File: src/rtl/modport_bridge.sv
// AHB-Lite slave to APB master bridge for the 0x8000_0000-0x8FFF_FFFF window.
// Each accepted single transfer becomes one APB SETUP + ENABLE to one of four slaves.
module modport_bridge (
  input  logic        Hclk,
  input  logic        Hresetn,
  input  logic [1:0]  Htrans,
  input  logic [2:0]  Hsize,
  input  logic        Hreadyin,
  input  logic        Hwrite,
  input  logic [31:0] Haddr,
  input  logic [31:0] Hwdata,
  input  logic [31:0] Prdata,
  output logic [31:0] Hrdata,
  output logic [1:0]  Hresp,
  output logic        Hreadyout,
  output logic [3:0]  Pselx,
  output logic        Pwrite,
  output logic        Penable,
  output logic [31:0] Paddr,
  output logic [31:0] Pwdata
);

  typedef enum logic [2:0] {
    S_IDLE, S_WWAIT, S_WRITE, S_WENABLE, S_READ, S_RENABLE
  } state_t;

  state_t      r_state;
  logic [31:0] r_addr;
  logic [3:0]  r_sel;
  logic [3:0]  r_psel;
  logic        r_pwrite;
  logic        r_penable;
  logic [31:0] r_paddr;
  logic [31:0] r_pwdata;
  logic        r_hready;

  logic        w_valid;
  logic [3:0]  w_sel;
  logic        w_unused;

  assign w_valid  = Hreadyin & Htrans[1] & (Haddr[31:28] == 4'h8);
  assign w_sel    = 4'b0001 << Haddr[27:26];
  assign w_unused = ^{Hsize, Htrans[0]};

  always_ff @(posedge Hclk) begin
    if (!Hresetn) begin
      r_state   <= S_IDLE;
      r_addr    <= '0;
      r_sel     <= '0;
      r_psel    <= '0;
      r_pwrite  <= 1'b0;
      r_penable <= 1'b0;
      r_paddr   <= '0;
      r_pwdata  <= '0;
      r_hready  <= 1'b1;
    end else begin
      unique case (r_state)
        // IDLE and both ENABLE states accept the next address phase.
        S_IDLE, S_WENABLE, S_RENABLE: begin
          r_penable <= 1'b0;
          r_psel    <= '0;
          r_hready  <= 1'b1;
          r_state   <= S_IDLE;
          if (w_valid) begin
            r_addr   <= Haddr;
            r_sel    <= w_sel;
            r_hready <= 1'b0;
            if (Hwrite) begin
              r_state <= S_WWAIT;
            end else begin
              r_state  <= S_READ;
              r_psel   <= w_sel;
              r_paddr  <= Haddr;
              r_pwrite <= 1'b0;
            end
          end
        end
        // Write data arrives in the AHB data phase, one cycle after the address.
        S_WWAIT: begin
          r_pwdata <= Hwdata;
          r_psel   <= r_sel;
          r_paddr  <= r_addr;
          r_pwrite <= 1'b1;
          r_state  <= S_WRITE;
        end
        S_WRITE: begin
          r_penable <= 1'b1;
          r_hready  <= 1'b1;
          r_state   <= S_WENABLE;
        end
        S_READ: begin
          r_penable <= 1'b1;
          r_hready  <= 1'b1;
          r_state   <= S_RENABLE;
        end
        default: begin
          r_state <= S_IDLE;
        end
      endcase
    end
  end

  assign Pselx     = r_psel;
  assign Pwrite    = r_pwrite;
  assign Penable   = r_penable;
  assign Paddr     = r_paddr;
  assign Pwdata    = r_pwdata;
  assign Hreadyout = r_hready;
  assign Hresp     = 2'b00;
  assign Hrdata    = Prdata;

endmodule

File: config.mk
export PLATFORM = sky130hd
export DESIGN_NAME = modport_bridge
export DESIGN_NICKNAME = d
export VERILOG_FILES = /design/src/rtl/modport_bridge.sv
export SDC_FILE = /design/constraint.sdc
export NUM_CORES = 1
export LEC_CHECK = 0
export ABC_AREA = 0
export BUFFER_PORTS_ARGS = -buffer_cell sky130_fd_sc_hd__buf_4
export CAP_MARGIN = 20
export CORE_UTILIZATION = 44
export CTS_BUF_LIST = sky130_fd_sc_hd__clkbuf_8
export DETAILED_ROUTE_END_ITERATION = 10
export PLACE_DENSITY = 0.78
export SLEW_MARGIN = 20
export SYNTH_ARGS = -nofsm -noshare
export SYNTH_HDL_FRONTEND = slang
export SYNTH_SLANG_ARGS = --single-unit
File: constraint.sdc
create_clock -name Hclk -period 1.8 [get_ports Hclk]
set_input_delay 0.18 -clock Hclk [delete_from_list [all_inputs] [get_ports Hclk]]
set_output_delay 0.18 -clock Hclk [all_outputs]
set_load 0.01 [all_outputs]
==> impl_metrics.toml <==
[pwr]
p_leak_uw = 0.00228
ir_drop_v = 0.000370
power.density_nw_per_um2 = 762
power.total_uw = 4420

[cts]
clkSlewWorstSetupHoldPaths_ps = 100
postCtsSetupBuffers = 0
cts_tree = "built"
htree_num_levels = 3
clkSinkCount = 110
clock_path_buffers = 2
cts-buffers-inserted = 9
clock_latency_ps = 360
clockRootBuffer = "clkbuf_8"

[final_layout]
final_cell_area_um2 = 5810
antenna_cells = 0
drive_gt1_frac = 0.299
fin_cells = 806
nets = 774
area_growth_syn_to_layout_pct = 26.2
num-fill-cells = 903

[synthesis]
async_reset_ff_frac = 0
yosys.area.top_type_share = 0.479
synthMuxAreaShare = 0
synth-seq-area-share = 0.479
yosys.area_share.adder = 0
yosys-top-cells-count = "nand2_1, dfxtp_1, a21oi_1, buf_4, clkbuf_1"
synth_top_area_cell = "dfxtp_1"
syn-mean-instance-area_um2 = 8.04
synth_compound_area_frac = 0.208
synth_cell_types = 36
synth-xor-area-share = 0.00381
synth-simple-area-share = 0.203
synthTopCellsByArea = "dfxtp_1, nand2_1, a21oi_1"
synth.most_common_cell = "nand2_1"
ys_ff_latch = 110
synth_top_family_by_area = "compound AO/OA/AOI/OAI gates"
yosys_warnings = 0
netlist_area_um2 = 4600
synth-main-ff-cell = "dfxtp_1"
syn_inst = 572
synth-edff-count = 0

[timing]
slew_violations = 0
setup_viol = 0
whs_ps = 57.8
hold_viol_final = 0
post-route-min-period_ps = 1670
min_period_over_period = 0.926
skew_ps = 10.0
rsz0062_at_grt = "false"
tns_ps = 0
clock.fmax_ghz = 0.600

[route]
routed_wl_mm = 11.4
drtIter0Drc = 225
num_vias = 4232
drt-pass1-iter-count = 5
drc = 0
wl_per_cell_um = 14.1
via_per_inst = 5.25
ant_nets = 0

[grt]
grt_max_degree = 69
grt_pass1_wl_mm = 18.9
grt_antenna_before_repair = 0
grt_pass1_vias = 4160
track_usage = 0.213
grt_overflow = 0

[floorplanning]
start_util = 0.462
dieWidth_um = 104
chipHeight_um = 104
core.rowCount = 36
core_um2 = 9950
pin_count = 210
die-area_um2 = 10900

[setup_path]
critical_path_required_ps = 2090
max_stage_delay_ps = 430
cp_cell_sequence = "or3b_4, buf_4, o2111ai_2, buf_2, nand2_1, a21oi_1"
crit_buf_inv = 2
crit_fanout = 15
crit_arrival_ps = 1960
crit_family = "simple AND/OR/NAND/NOR gates"
critical_path.slowest_cell = "or3b_4"
cp-end-kind = "register"
critPathLaunchType = "register"
path_class = "register to register"

[worst_hold_path]
hold_path_class = "input port to register"

[outcome]
outcome = "finished, final reports clean"

[placement]
place_inst = 789
place.gp.congestion = 0.789
post_dp_cell_area_um2 = 5570
port_buffers = 139
dp_hpwl_mm = 7.90

[job]
cap_violations = 0
-- timing repair --
item                       CTS  global route
hold buffers                 0             0
cloned                       0             2
gates resized for setup      1             8
setup endpoints to repair    1            61
-- per-stage QoR --
stage           util  setup WS, ps
5_1_grt        0.583          23.3
2_1_floorplan      -           104
6_report       0.583           134
3_3_place_gp   0.559         -26.2
3_5_place_dp   0.559         -99.0
4_1_cts        0.580          15.5
-- cell usage in the layout (no fill, tap or decap), types with 7 or more instances in the layout --
cell	synthesis	routed
a21oi_1	96	96
nand2_1	196	196
nor2_1	8	7
a311oi_1	19	19
buf_4	37	160
a311oi_2	10	10
o21ai_0	7	7
nand3_1	8	8
dfxtp_1	110	110
clkbuf_8	0	10
-- sequential cells by signal, summed over array words and instances, names as in the netlist, 3 cells and up --
register / cells
r_addr: 32
r_sel: 4
r_state: 3
Pselx: 4
Paddr: 32
Pwdata: 32
-- routing by layer --
metal | vias to the layer above | global-route usage | wire length [um]
met3 | 30 | 0.0520 | 786
met5 | - | 0 | 0
li1 | 2078 | - | -
met1 | 1977 | 0.241 | 4670
met2 | 147 | 0.372 | 5650
met4 | 0 | 0.103 | 268
-- cell families (layout without fill, tap and decap cells) --
logic type | after synthesis | count (layout)
buffers and inverters | 83 | 183
AND/OR/NAND/NOR | 230 | 230
AO/OA/AOI/OAI | 146 | 146
other | 1 | 2
flip-flops | 110 | 110
XOR/XNOR | 2 | 2
-- worst paths after layout --
check        startpoint  cells past startpoint  slack, ps    endpoint
max          r_state[0]                      6        130  r_addr[15]
min           Hwdata[3]                      3         60   Pwdata[3]
max reg2reg  r_state[0]                      6        130  r_addr[15]
min reg2reg   r_addr[1]                      2        460   r_addr[1]
-- final cells by class --
| type | instances | area [um2] | share of cell area |
|---|---|---|---|
| Tap cell | 133 | 166 | 0.0287 |
| Sequential cell | 110 | 2200 | 0.379 |
| Timing Repair Buffer | 167 | 1300 | 0.224 |
| Clock inverter | 5 | 67.6 | 0.0116 |
| Inverter | 1 | 5.00 | 0.000862 |
| Multi-Input combinational cell | 380 | 1930 | 0.332 |
| Clock buffer | 10 | 138 | 0.0237 |
-- worst min-delay path: cells and delay by family --
| family | cells | cell delay [ps] |
|---|---|---|
| buffers and inverters | 1 | 110 |
| AO/OA/AOI/OAI | 1 | 50 |
| AND/OR/NAND/NOR | 1 | 40 |
-- where the power goes --
| group | total (uW) | switching (uW) | internal, uW | leakage [uW] |
|---|---|---|---|---|
| clock | 1530 | 837 | 694 | 0.0000984 |
| combinational | 405 | 202 | 202 | 0.00129 |
| sequential | 2490 | 19.8 | 2470 | 0.000887 |
No activity file was read; power rests on OpenSTA's default activity.
